[config.mk]
export PLATFORM = sky130hd
export DESIGN_NAME = seg2_scan_ctrl
export DESIGN_NICKNAME = d
export VERILOG_FILES = /design/src/rtl/seg2_scan_ctrl.sv
export SDC_FILE = /design/constraint.sdc
export NUM_CORES = 1
export LEC_CHECK = 0
export BUFFER_PORTS_ARGS = -buffer_cell sky130_fd_sc_hd__buf_2
export CAP_MARGIN = 40
export CELL_PAD_IN_SITES_DETAIL_PLACEMENT = 1
export CELL_PAD_IN_SITES_GLOBAL_PLACEMENT = 1
export CORE_ASPECT_RATIO = 1.2
export CORE_UTILIZATION = 45
export DETAILED_ROUTE_END_ITERATION = 10
export GPL_ROUTABILITY_DRIVEN = 0
export PLACE_DENSITY_LB_ADDON = 0.1
export REMOVE_ABC_BUFFERS = 1
export SYNTH_ARGS = -nofsm -noshare
export SYNTH_HDL_FRONTEND = slang
export SYNTH_SLANG_ARGS = --single-unit
[constraint.sdc]
create_clock -name clk -period 2 [get_ports clk]
set_clock_uncertainty 0.05 [all_clocks]
set_input_delay 0.1 -clock clk [delete_from_list [all_inputs] [get_ports clk]]
set_output_delay 0.1 -clock clk [all_outputs]
set_load 0.005 [all_outputs]
[src/rtl/seg2_scan_ctrl.sv]
// Two-digit multiplexed 7-segment scan driver paced by a synchronised 100 kHz strobe.
// Optional build macro SEG2_LEAD_ZERO_BLANK_EN blanks the segments of a leading-zero tens digit.
module seg2_scan_ctrl #(
    parameter int SCAN_DIV    = 100,
    parameter int BLANK_TICKS = 2,
    parameter int SEG_INV     = 0,
    parameter int DIG_INV     = 0
) (
    input  logic       clk,
    input  logic       rst_n,
    input  logic       clk_100khz,
    input  logic [7:0] bcd_in,
    input  logic [1:0] dp_in,
    output logic [7:0] seg,
    output logic [1:0] dig,
    output logic       frame_done
);

    typedef enum logic [1:0] {
        BLANK_U = 2'd0,
        SHOW_U  = 2'd1,
        BLANK_T = 2'd2,
        SHOW_T  = 2'd3
    } state_t;

    // With no blanking the scan starts, and restarts each frame, directly on the units digit.
    localparam state_t     START_STATE = (BLANK_TICKS == 0) ? SHOW_U : BLANK_U;
    localparam logic [8:0] SHOW_LAST   = 9'(SCAN_DIV - 1);
    localparam logic [8:0] BLANK_LAST  = (BLANK_TICKS == 0) ? 9'd0 : 9'(BLANK_TICKS - 1);
    localparam logic [7:0] SEG_MASK    = (SEG_INV != 0) ? 8'hFF : 8'h00;
    localparam logic [1:0] DIG_MASK    = (DIG_INV != 0) ? 2'b11 : 2'b00;

    function automatic logic [6:0] decode7(input logic [3:0] value);
        case (value)
            4'd0:    decode7 = 7'h3F;
            4'd1:    decode7 = 7'h06;
            4'd2:    decode7 = 7'h5B;
            4'd3:    decode7 = 7'h4F;
            4'd4:    decode7 = 7'h66;
            4'd5:    decode7 = 7'h6D;
            4'd6:    decode7 = 7'h7D;
            4'd7:    decode7 = 7'h07;
            4'd8:    decode7 = 7'h7F;
            4'd9:    decode7 = 7'h6F;
            default: decode7 = 7'h40;
        endcase
    endfunction

    logic       sync1, sync2, sync3;
    logic       tick;
    state_t     state_q, state_d;
    logic [8:0] cnt_q;
    logic [8:0] limit;
    logic       frame_end;
    logic       primed_q;
    logic [7:0] bcd_lat;
    logic [1:0] dp_lat;
    logic [7:0] bcd_view;
    logic [1:0] dp_view;
    logic [7:0] seg_nxt;
    logic [1:0] dig_nxt;

    // NOTE: sequential state uses non-blocking assignments so every flop samples pre-edge values.
    always_ff @(posedge clk or negedge rst_n) begin
        if (!rst_n) begin
            sync1 <= 1'b0;
            sync2 <= 1'b0;
            sync3 <= 1'b0;
        end else begin
            sync1 <= clk_100khz;
            sync2 <= sync1;
            sync3 <= sync2;
        end
    end

    assign tick = sync2 & ~sync3;

    // NOTE: every always_comb output gets a default first so no path can infer a latch.
    always_comb begin
        state_d   = state_q;
        frame_end = 1'b0;
        limit     = (state_q == SHOW_U || state_q == SHOW_T) ? SHOW_LAST : BLANK_LAST;
        if (tick && cnt_q == limit) begin
            case (state_q)
                BLANK_U: state_d = SHOW_U;
                SHOW_U:  state_d = (BLANK_TICKS == 0) ? SHOW_T : BLANK_T;
                BLANK_T: state_d = SHOW_T;
                SHOW_T: begin
                    state_d   = START_STATE;
                    frame_end = 1'b1;
                end
                default: state_d = START_STATE;
            endcase
        end
    end

    always_ff @(posedge clk or negedge rst_n) begin
        if (!rst_n) begin
            state_q <= START_STATE;
            cnt_q   <= 9'd0;
        end else begin
            state_q <= state_d;
            if (state_d != state_q) begin
                cnt_q <= 9'd0;
            end else if (tick) begin
                cnt_q <= cnt_q + 9'd1;
            end
        end
    end

    // Display data is captured once after reset and then only at frame boundaries,
    // so both digits of a frame always come from the same value.
    always_ff @(posedge clk or negedge rst_n) begin
        if (!rst_n) begin
            primed_q <= 1'b0;
            bcd_lat  <= 8'h00;
            dp_lat   <= 2'b00;
        end else begin
            primed_q <= 1'b1;
            if (!primed_q || frame_end) begin
                bcd_lat <= bcd_in;
                dp_lat  <= dp_in;
            end
        end
    end

    // Bypass covers the single clock before the first capture lands.
    assign bcd_view = primed_q ? bcd_lat : bcd_in;
    assign dp_view  = primed_q ? dp_lat  : dp_in;

    always_comb begin
        seg_nxt = 8'h00;
        dig_nxt = 2'b00;
        case (state_q)
            SHOW_U: begin
                dig_nxt = 2'b01;
                seg_nxt = {dp_view[0], decode7(bcd_view[3:0])};
            end
            SHOW_T: begin
                dig_nxt = 2'b10;
                seg_nxt = {dp_view[1], decode7(bcd_view[7:4])};
`ifdef SEG2_LEAD_ZERO_BLANK_EN
                if (bcd_view[7:4] == 4'd0) begin
                    seg_nxt[6:0] = 7'h00;
                end
`endif
            end
            default: ;
        endcase
    end

    always_ff @(posedge clk or negedge rst_n) begin
        if (!rst_n) begin
            seg        <= SEG_MASK;
            dig        <= DIG_MASK;
            frame_done <= 1'b0;
        end else begin
            seg        <= seg_nxt ^ SEG_MASK;
            dig        <= dig_nxt ^ DIG_MASK;
            frame_done <= frame_end;
        end
    end

endmodule

==> impl.org <==
** Status
- The run finished with clean final reports.

** Yosys
- The portion of synthesized area spent on multiplexers is 16.1%.
- Mapped Cells :: approximately 170
- After Yosys synthesis, and, or, nand and nor cells account for roughly an eighth of the synthesized area.
- For this run, the number of Yosys warnings is 0.
- FF+latch count, synth :: 36
- Mean instance size in the synthesized netlist :: between 10 and 15 sq um
- Xor-xnor portion of the synthesized cell area :: roughly 4.5%
- Summing the areas of all compound-gate instances in the mapped netlist gives 10.3% of the synthesized area.
- After synthesis the cells add up to 0.00194 sq mm.
- Synthesized-area fraction occupied by adder cells :: 8.39%
- After synthesis, the largest family of logic cells by area is multiplexers.
- Count of unique library cells instantiated by Yosys :: 32
- Proportion of synthesized chip area in sequential cells :: a little under half

** Finish
- # nets final :: 242
- Final standard cell utilization of the core :: 57.7%
- Filler-free cell count of the finished design :: 271
- 0 antenna diodes ended up in the layout.
- The area growth from synthesis to layout is 20.1%.
- In the final layout, the share of cells above drive strength 1 is between 20% and 30%.
- After filler insertion, the fill cell instance count of the layout stands at 445.

** Floorplanning
- In this run the horizontal extent of the chip is 61.9 um.
- Cell row count :: 25
- Top-level I/O count :: 24
- The core region is 0.00404 sq mm.
- The die covers ~0.0046 sq mm.
- The initial utilization of the core area, before any placement, comes to between 40 and 50%.
- Measured along the y axis, the die boundary spans 73.9 um.

** Clock tree
- Clock-pin slew on the worst setup and hold paths :: 0.07 ns
- The root buffer cell chosen for the clock tree is sky130_fd_sc_hd__clkbuf_8.
- Counting along the longest clock path gives a buffer depth of 2.
- Clk_lat worst skew :: about 0.29 ns
- CTS saw 36 sinks.
- Number of buffers added by the clock tree synthesis step :: 5
- Maximum level of the CTS H-tree :: 2
- TritonCTS clock tree :: yes

** Setup path
- Worst Reg-to-Reg Cells :: 6
- Of all nets on the critical path, the largest fanout is 6.
- STA puts the critical path data required time at 2.18 ns.
- The largest single stage delay on the critical path is 0.53 ns.
- Setup slack of the most critical reg-to-reg path :: 0.1 ns
- Top delay family on crit path :: multiplexers
- The worst register-to-register path begins at primed_q.
- The worst setup path is launched from a register.
- Data arrives at the worst endpoint at 2.08 ns.
- The endpoint identified for the worst register-to-register timing path is seg[0].
- The critical path in this run is classified as register to register.
- The worst setup path is captured at a register.
- Cell-by-cell trace of the critical path :: mux2i_1 -> inv_1 -> ha_1 -> mux2_2 -> nand2_1 -> a32o_1
- Crit path buf inv count :: 1
- For this design, the slowest cell found on the critical path is sky130_fd_sc_hd__dfrtp_1.

** Placed design
- Place WS :: 0.0201 ns
- Placed Cells incl. Taps :: ~260
- Detailed placement finished with a half-perimeter wire length of ~3.6 mm.
- The count of buffers added on input and output ports is 23.

** Detailed routing
- In the final routed layout, each cell accounts on average for 17.3 um.
- After detailed routing, the number of remaining DRC violations is 0.
- DRC violation total after the first TritonRoute iteration :: 36
- Routed WL :: 4.69 mm
- In the routed layout, each cell is associated on average with a via count of 5.44.
- The pre-antenna-repair detailed-routing pass consisted of 4 iterations.
- The detail route stage leaves a number of antenna-violating nets equal to 0.
- Vias after detailed routing :: 1475

** Worst hold path
- In this run the worst hold path is classified as input port to register.
- Beginning of the worst hold path :: dp_in[1]
- The worst hold path was traced through 2 stages.
- Hold endpoint :: dp_lat[1]

** Job
- Max-capacitance violation count :: 0

** STA
- Hold violation count in the final report :: 0
- Setup repair after global routing could not meet its margin everywhere.
- Slew at the pin closest to its max-slew limit :: ~0.8 ns
- The number of max-slew violations in the final report is 0.
- Portion of the clock cycle consumed by the worst path in the final layout :: 95.0%
- Once routing completed, OpenROAD measured the worst setup slack at 0.0992 ns.
- Final setup violating endpoints :: 0
- Normalized max-slew margin :: 46.9%
- Subtracting the final worst setup slack from the clock period gives 1.90 ns.
- Based on the critical path, the design can be clocked at up to 526 MHz.

** Global routing
- Global route total overflow :: 0
- Vias in the first global route :: approximately 1600
- GRT Util Overall :: 24.7%
- Antenna violations before repair :: 0
- Pin count of the biggest net entering global routing :: 37
- First-pass GRT wire length :: 7.81 mm

** Power and ir drop
- In this run the power density over the cells is 1070 mW/mm^2.
- The worst-case IR drop observed on VDD is 498 uV.
- Summed over all cells, the static leakage comes to 1.09 nW.
[state kept, by name (all words and copies together) (netlist names)]
register    cells
sync3           1
frame_done      1
dig             2
seg             8
dp_lat          2
primed_q        1
bcd_lat         8
cnt_q           9
sync1           1
sync2           1
state_q         2
[through the flow]
step	TNS, ns	hold slack [ns]	instance area, sq um	power [mW]
floorplan	-0.00555	-0.246	1920	1.59
global placement	0	0.161	2180	1.92
detailed placement	0	0.160	2180	1.98
CTS	0	0.00126	2300	2.53
global route	-0.0247	0.00551	2330	2.69
finish	0	0.0145	2330	2.50
[repair_timing]
action	4_1_cts	5_1_grt
hold buffers	3	0
setup buffers	0	1
endpoints found under the hold margin	38	0
gates resized for setup	0	1
setup endpoints to repair	0	16
[report_power, final]
group / internal [mW] / switching [mW]
sequential: 0.924 / 0.136
clock: 0.281 / 0.253
combinational: 0.438 / 0.464
[layout make-up]
cell class	count	area (sq um)	share of cell area [%]
Multi-Input combinational cell	129	1000	42.9
Inverter	6	22.5	0.967
Timing Repair Buffer	38	248	10.6
Clock buffer	8	90.1	3.87
Sequential cell	36	901	38.7
Tap cell	54	67.6	2.90
[per-layer routing]
layer	routed length, um	global-route usage (%)	part of all wire [%]	up-vias
met1	1670	24.0	36	729
met5	0	0	0	-
met2	2730	46.1	58	25
met4	175	14.1	3.7	0
met3	112	5.46	2.4	15
li1	-	-	-	706
[cells in the final DEF, fill, tap and decap left out, types with 2 or more instances in the layout]
cell type,Yosys,routed
sky130_fd_sc_hd__a21oi_1,3,3
sky130_fd_sc_hd__a22o_1,4,4
sky130_fd_sc_hd__a31oi_1,2,2
sky130_fd_sc_hd__a32o_1,3,3
sky130_fd_sc_hd__and2_1,2,2
sky130_fd_sc_hd__buf_2,1,23
sky130_fd_sc_hd__buf_4,0,11
sky130_fd_sc_hd__clkbuf_1,1,2
sky130_fd_sc_hd__clkbuf_8,0,6
sky130_fd_sc_hd__dfrtp_1,36,36
sky130_fd_sc_hd__dlygate4sd3_1,0,3
sky130_fd_sc_hd__ha_1,13,13
sky130_fd_sc_hd__inv_1,6,6
sky130_fd_sc_hd__mux2_2,18,18
sky130_fd_sc_hd__mux2i_1,11,10
sky130_fd_sc_hd__nand2_1,18,18
sky130_fd_sc_hd__nand3_1,3,3
sky130_fd_sc_hd__nand3b_1,2,2
sky130_fd_sc_hd__nand4_1,2,2
sky130_fd_sc_hd__nor2_1,11,11
sky130_fd_sc_hd__nor2b_1,2,2
sky130_fd_sc_hd__nor3_1,4,4
sky130_fd_sc_hd__nor4_1,2,2
sky130_fd_sc_hd__o2111ai_1,2,2
sky130_fd_sc_hd__o211ai_1,4,4
sky130_fd_sc_hd__o21ai_0,7,7
sky130_fd_sc_hd__xnor2_1,5,5
sky130_fd_sc_hd__xor2_1,5,5
[how the worst max path moves through the flow]
stage                     startpoint      to  cells after the start
after global routing        primed_q  seg[0]                      6
after CTS                   primed_q  seg[3]                      5
after detailed placement    primed_q  seg[3]                      5
final                       primed_q  seg[0]                      6
after global placement      primed_q  seg[3]                      5
after floorplan             primed_q  seg[4]                      6
[synth_stat cells, drive strengths merged]
master / instances / area share (%)
xor2: 5 / 2.3
nand3: 3 / 0.77
mux2i: 11 / 5.7
nor4b: 1 / 0.45
nor2b: 2 / 0.65
o21ai: 8 / 2.6
and3: 1 / 0.32
xnor2: 5 / 2.3
a32o: 3 / 1.5
a21oi: 3 / 0.77
o2111ai: 2 / 0.90
nand3b: 2 / 0.77
buf: 2 / 0.84
ha: 13 / 8.4
clkbuf: 1 / 0.19
inv: 6 / 1.2
conb: 1 / 0.19
o211ai: 4 / 1.5
nor4: 2 / 0.65
nor3: 4 / 1.0
dfrtp: 36 / 46
a211oi: 1 / 0.39
nand4: 2 / 0.65
and2: 2 / 0.65
a31oi: 2 / 0.65
nand2: 18 / 3.5
mux2: 18 / 10
a22o: 4 / 1.8
nor2: 11 / 2.1
or2: 1 / 0.32
[logic make-up after synthesis]
kind of cell	count (synthesis)
other cells	1
xor+xnor	10
mux	29
simple gates	49
flops	36
buf+inv	9
compound gates	27
fa+ha+maj	13
(Power assumes the default switching activity.)
